### config.mk
export PLATFORM = sky130hd
export DESIGN_NAME = tx_link_ctrl_multi
export DESIGN_NICKNAME = d
export VERILOG_FILES = /design/src/rtl/tx_link_ctrl_multi.sv
export SDC_FILE = /design/constraint.sdc
export NUM_CORES = 1
export LEC_CHECK = 0
export ABC_AREA = 0
export CAP_MARGIN = 40
export CORE_ASPECT_RATIO = 0.8
export CORE_MARGIN = 2
export CORE_UTILIZATION = 50
export DETAILED_ROUTE_END_ITERATION = 8
export HOLD_SLACK_MARGIN = 0.03
export PLACE_DENSITY = 0.83
export SLEW_MARGIN = 25
export SYNTH_ARGS = -nofsm -noshare
export SYNTH_HDL_FRONTEND = slang
export SYNTH_SLANG_ARGS = --single-unit
### constraint.sdc
create_clock -name clk -period 2.5 [get_ports clk]
set_input_delay 0.5 -clock clk [delete_from_list [all_inputs] [get_ports clk]]
set_output_delay 0.5 -clock clk [all_outputs]
set_load 0.05 [all_outputs]
### src/rtl/tx_link_ctrl_multi.sv
// JESD204B transmit link controller: octet/frame/LMFC counters, SYNC~ decode and CGS/ILAS/DATA sequencing
// producing a per-lane link-layer mux select. Optional SYNC~ error reporting via TX_SYNC_ERR_REPORT_EN.
module tx_link_ctrl_multi #(
  parameter int LANES           = 4,
  parameter int SYNC_REQ_FRAMES = 5
) (
  input  logic                 clk,
  input  logic                 rst,
  input  logic [7:0]           i_F,
  input  logic [4:0]           i_K,
  input  logic [7:0]           i_ila_mf,
  input  logic                 i_sync_n,
  input  logic [LANES-1:0]     i_lane_en,
  output logic [3*LANES-1:0]   o_link_mux,
  output logic                 o_frame_start,
  output logic                 o_mf_start,
  output logic [1:0]           o_state,
  output logic                 o_err_sync
);

  localparam logic [1:0] ST_CGS  = 2'd0;
  localparam logic [1:0] ST_ILAS = 2'd1;
  localparam logic [1:0] ST_DATA = 2'd2;

  localparam logic [2:0] MUX_DATA = 3'd0;
  localparam logic [2:0] MUX_K    = 3'd1;
  localparam logic [2:0] MUX_R    = 3'd2;
  localparam logic [2:0] MUX_Q    = 3'd3;
  localparam logic [2:0] MUX_CFG  = 3'd4;
  localparam logic [2:0] MUX_A    = 3'd5;
  localparam logic [2:0] MUX_IDLE = 3'd6;

  localparam logic [2:0] REQ_THR = 3'(SYNC_REQ_FRAMES);
  localparam logic [4:0] MFO_SAT = 5'd16;

  logic [7:0]            oct_q, oct_d;
  logic [4:0]            frm_q, frm_d;
  logic [7:0]            f_q, f_d;
  logic [4:0]            k_q, k_d;
  logic                  cfg_vld_q, cfg_vld_d;
  logic [4:0]            mf_oct_q, mf_oct_d;
  logic [7:0]            ila_q, ila_d;
  logic [1:0]            state_q, state_d;
  logic [2:0]            low_q, low_d;
  logic                  sync_q, sync_d;
  logic [LANES-1:0][2:0] mux_q, mux_d;
  logic                  frame_start_q, frame_start_d;
  logic                  mf_start_q, mf_start_d;

  logic [7:0] f_eff;
  logic [4:0] k_eff;
  logic       oct_last, mf_last, frame_pos, mf_pos, sync_req;
  logic [2:0] lane_code;

  // Counters free-run regardless of state; F/K take effect only at a multiframe wrap.
  // NOTE: every always_comb output gets a default first so no latch is inferred.
  always_comb begin
    f_eff     = cfg_vld_q ? f_q : i_F;
    k_eff     = cfg_vld_q ? k_q : i_K;
    oct_last  = (oct_q == f_eff);
    mf_last   = oct_last && (frm_q == k_eff);
    frame_pos = (oct_q == 8'd0);
    mf_pos    = frame_pos && (frm_q == 5'd0);

    oct_d = oct_last ? 8'd0 : oct_q + 8'd1;
    frm_d = frm_q;
    if (oct_last) frm_d = (frm_q == k_eff) ? 5'd0 : frm_q + 5'd1;

    f_d       = f_q;
    k_d       = k_q;
    cfg_vld_d = 1'b1;
    if (mf_last || !cfg_vld_q) begin
      f_d = i_F;
      k_d = i_K;
    end

    if (mf_last)                  mf_oct_d = 5'd0;
    else if (mf_oct_q == MFO_SAT) mf_oct_d = mf_oct_q;
    else                          mf_oct_d = mf_oct_q + 5'd1;

    frame_start_d = frame_pos;
    mf_start_d    = mf_pos;
    sync_d        = i_sync_n;
  end

  // Sequencing; a pending sync request overrides any boundary-driven transition.
  always_comb begin
    sync_req = (state_q != ST_CGS) && (low_q >= REQ_THR);
    state_d  = state_q;
    ila_d    = ila_q;
    case (state_q)
      ST_CGS: begin
        if (mf_pos && sync_q) begin
          state_d = ST_ILAS;
          ila_d   = 8'd0;
        end
      end
      ST_ILAS: begin
        if (mf_pos) begin
          if (ila_q == i_ila_mf) state_d = ST_DATA;
          else                   ila_d   = ila_q + 8'd1;
        end
      end
      ST_DATA: ;
      default: state_d = ST_CGS;
    endcase
    if (sync_req) state_d = ST_CGS;

    low_d = low_q;
    if ((state_q == ST_CGS) || sync_q || sync_req) low_d = 3'd0;
    else if (frame_pos && (low_q != 3'd7))          low_d = low_q + 3'd1;
  end

  // The mux follows the next state so a transition and its first symbol leave the register together.
  always_comb begin
    lane_code = MUX_K;
    if (state_d == ST_DATA)                          lane_code = MUX_DATA;
    else if (state_d == ST_ILAS) begin
      if (mf_pos)                                    lane_code = MUX_R;
      else if (mf_last)                              lane_code = MUX_A;
      else if ((ila_d == 8'd1) && (mf_oct_q == 5'd1)) lane_code = MUX_Q;
      else if ((ila_d == 8'd1) && (mf_oct_q >= 5'd2) && (mf_oct_q <= 5'd15))
                                                     lane_code = MUX_CFG;
      else                                           lane_code = MUX_DATA;
    end
    for (int n = 0; n < LANES; n++) mux_d[n] = i_lane_en[n] ? lane_code : MUX_IDLE;
  end

  // NOTE: sequential state uses non-blocking assignments only, so flops update together at the edge.
  always_ff @(posedge clk or posedge rst) begin
    if (rst) begin
      oct_q         <= 8'd0;
      frm_q         <= 5'd0;
      f_q           <= 8'd0;
      k_q           <= 5'd0;
      cfg_vld_q     <= 1'b0;
      mf_oct_q      <= 5'd0;
      ila_q         <= 8'd0;
      state_q       <= ST_CGS;
      low_q         <= 3'd0;
      sync_q        <= 1'b0;
      mux_q         <= {LANES{MUX_K}};
      frame_start_q <= 1'b0;
      mf_start_q    <= 1'b0;
    end else begin
      oct_q         <= oct_d;
      frm_q         <= frm_d;
      f_q           <= f_d;
      k_q           <= k_d;
      cfg_vld_q     <= cfg_vld_d;
      mf_oct_q      <= mf_oct_d;
      ila_q         <= ila_d;
      state_q       <= state_d;
      low_q         <= low_d;
      sync_q        <= sync_d;
      mux_q         <= mux_d;
      frame_start_q <= frame_start_d;
      mf_start_q    <= mf_start_d;
    end
  end

  assign o_link_mux    = mux_q;
  assign o_frame_start = frame_start_q;
  assign o_mf_start    = mf_start_q;
  assign o_state       = state_q;

`ifdef TX_SYNC_ERR_REPORT_EN
  // A SYNC~ low period ending while still in DATA never reached the request threshold.
  logic sync_prev_q, sync_prev_d;
  logic err_q, err_d;

  always_comb begin
    sync_prev_d = sync_q;
    err_d       = (state_q == ST_DATA) && sync_q && !sync_prev_q;
  end

  always_ff @(posedge clk or posedge rst) begin
    if (rst) begin
      sync_prev_q <= 1'b0;
      err_q       <= 1'b0;
    end else begin
      sync_prev_q <= sync_prev_d;
      err_q       <= err_d;
    end
  end

  assign o_err_sync = err_q;
`else
  assign o_err_sync = 1'b0;
`endif

endmodule
==> impl_metrics.py <==
metrics = {
    "setup_path": {
        "worstPathRequired_ns": 2.76,
        "path_cells": "inv_1 > ha_1 > or4b_4 > or3_4 > clkinv_4 > o2111ai_4 > o211a_4 > nor3_4 > nand4_4 > o221ai_2",
        "worstSetupPathType": "flop to flop",
        "critPathArrivalTime_ns": 3.02,
        "cpPeakStageDelay_ns": 0.47,
        "cpMaxStageDelayCell": "or4b_4",
        "worst-path-buf-inv": 2,
        "r2r_setup_slack_ns": -0.26,
        "worst_setup_path_start_kind": "flop",
        "critPathTopFamily": "simple AND/OR/NAND/NOR gates",
        "critPathCaptureType": "flop",
        "path_max_fanout": 8,
    },
    "clock_tree": {
        "cts_buffer_depth": 2,
        "cts-root-buf": "clkbuf_8",
        "tritoncts": "built",
        "htree_levels": 3,
        "clk_pin_slew_worst_paths_ns": 0.06,
        "cts_inserted_buffers": 9,
        "clk_latency_ns": 0.35,
        "clock-sinks": 60,
        "cts_hold_buf": 0,
    },
    "sta": {
        "fmax_mhz": 362,
        "min_period_ns": 2.76,
        "timing.final.ws_setup_ns": -0.261,
        "fin_crit_sh": 1.10,
        "clock_skew_ns": 0.0126,
        "finalSetupTns_ns": -2.80,
        "setup_viol": 12,
        "tightest_slew_ns": 0.587,
        "slew_viol_final": 0,
        "finalHoldViolCount": 0,
        "slew_headroom": 0.606,
        "rsz0062_at_grt": "yes",
    },
    "global_routing": {
        "grt.total_usage": 0.235,
        "grt_pass1_wl_um": 13500,
        "grt_max_degree": 43,
        "grt.overflow.total": 0,
        "grt_pass1_vias": 2888,
        "antenna_found_initial": 0,
    },
    "synth": {
        "synth_edf_count": 0,
        "syn_nets": 365,
        "ys_warn_count": 0,
        "ys_async_sr_fraction": 1.00,
        "ys_ff_latch": 60,
        "netlist_instances": 324,
        "synth_flop_cell": "dfrtp_1",
        "synth.distinct_cells": 61,
        "syn_area_per_cell_sq_um": 10.6,
        "synth_area_leader_cell": "dfrtp_1",
        "synth_top_area_frac": 0.410,
        "ys_seq_area_frac": 0.441,
        "syn_area_sq_um": 3420,
        "ys_top_cells_by_area": "dfrtp_1, xnor2_1, mux2i_1",
    },
    "power": {
        "power.leakage_uw": 0.00206,
        "p_per_area_nw_per_um2": 650,
        "irDropWorstVdd_mv": 0.394,
        "p_total_uw": 3030,
    },
    "hold_path": {
        "hold_class": "input port to async pin",
    },
    "finish": {
        "nets": 469,
        "finalNonFillerCells": 517,
        "fin_util": 0.716,
        "nFillCells": 474,
        "drive_above_1_share": 0.296,
        "areaGrowthSynthToFinish_pct": 36.2,
        "antenna_cells": 0,
        "multi_input_area_sq_um": 1910,
        "seqCellArea_sq_um": 1510,
        "layout_common_cells": "dfrtp_1, buf_4, clkdlybuf4s50_1, xnor2_1, nand2_1",
    },
    "placed_design": {
        "dp_slack_ns": -0.297,
        "portBuffers": 43,
        "dp.cells": 494,
        "dp_hpwl_um": 6010,
        "gp_congestion": 0.860,
    },
    "floorplanning": {
        "rows": 26,
        "die_x_um": 96.5,
        "initial_core_util": 0.526,
        "die_y_um": 78.0,
        "core_sq_um": 6510,
        "pin_count": 45,
        "die_area_sq_um": 7520,
    },
    "route": {
        "viasPerCell": 5.47,
        "first_pass_iters": 4,
        "wire_per_inst_um": 15.8,
        "final_antenna_net_count": 0,
        "drt_iter0_markers": 119,
        "drc": 0,
        "vias": 2826,
        "drt-total-wl_um": 8180,
    },
    "run_status": {
        "violations": "setup timing",
        "status": "finished with violations",
    },
    "job": {
        "max_cap_viol_count": 0,
    },
}
==> power breakdown <==
part	internal [uW]	leakage, uW	switching [uW]
Clock	412	0.0000905	375
Sequential	1120	0.000701	125
Combinational	507	0.00127	484
==> cells by family (layout without fill, tap and decap cells) <==
family | after synthesis | after routing | synth area share
fa+ha+maj | 13 | 13 | 0.0476
other cells | 2 | 2 | 0.00220
simple gates | 116 | 116 | 0.198
mux | 32 | 32 | 0.0984
compound gates | 46 | 46 | 0.104
xor+xnor | 31 | 31 | 0.0794
flops | 60 | 60 | 0.441
buf+inv | 24 | 133 | 0.0300
==> cell usage after synthesis (all sizes together) (12+ instances only) <==
cell / instances
dfrtp: 56
ha: 13
o21ai: 15
nor2: 20
nor3: 12
mux2i: 19
inv: 16
nand2: 22
nand3: 12
mux2: 13
xnor2: 22
==> state kept, by name, indices dropped and copies added (netlist names), 2 cells and up <==
name,cells
o_state,2
o_link_mux,12
low_q,3
mf_oct_q,5
f_q,8
ila_q,8
oct_q,8
k_q,5
frm_q,5
==> layout make-up <==
class / instances / area share
Tap cell: 84 / 0.0226
Inverter: 17 / 0.0148
Timing Repair Buffer: 100 / 0.191
Sequential cell: 60 / 0.324
Clock inverter: 2 / 0.00215
Multi-Input combinational cell: 240 / 0.410
Clock buffer: 14 / 0.0349
==> metrics by stage <==
stage	hold slack, ns	instance area (sq um)
after global placement	0.490	4370
after global routing	0.514	4660
after CTS	0.469	4600
after detailed placement	0.496	4370
after floorplan	0.480	3470
final	0.471	4660
==> what timing repair did <==
| item | CTS | global route |
|---|---|---|
| setup endpoints to repair | 12 | 26 |
| setup buffers | 5 | 2 |
| resized for setup | 5 | 10 |
| hold endpoints to repair | 0 | 0 |
| pin swaps | 2 | 8 |
==> layer usage <==
| metal | track usage | vias to the layer above | part of all wire |
|---|---|---|---|
| met4 | 0.0549 | 0 | 0.011 |
| li1 | - | 1360 | - |
| met2 | 0.365 | 87 | 0.48 |
| met3 | 0.0777 | 10 | 0.061 |
| met5 | 0 | - | 0 |
| met1 | 0.319 | 1369 | 0.44 |
==> final timing paths <==
kind	from	end	cells after the start
min reg2reg	f_q[2]$_DFFE_PP0P_	f_q[2]$_DFFE_PP0P_	1
min	rst	mf_oct_q[4]$_DFFE_PP0P_	2
max in group asynchronous	rst	o_state[1]$_DFF_PP0_	3
max reg2reg	frm_q[1]$_DFFE_PP0N_	o_link_mux[7]$_DFF_PP0_	10
min in group clk	f_q[2]$_DFFE_PP0P_	f_q[2]$_DFFE_PP0P_	1
max	frm_q[1]$_DFFE_PP0N_	o_link_mux[7]$_DFF_PP0_	10
Power figures use the tool's default switching activity.
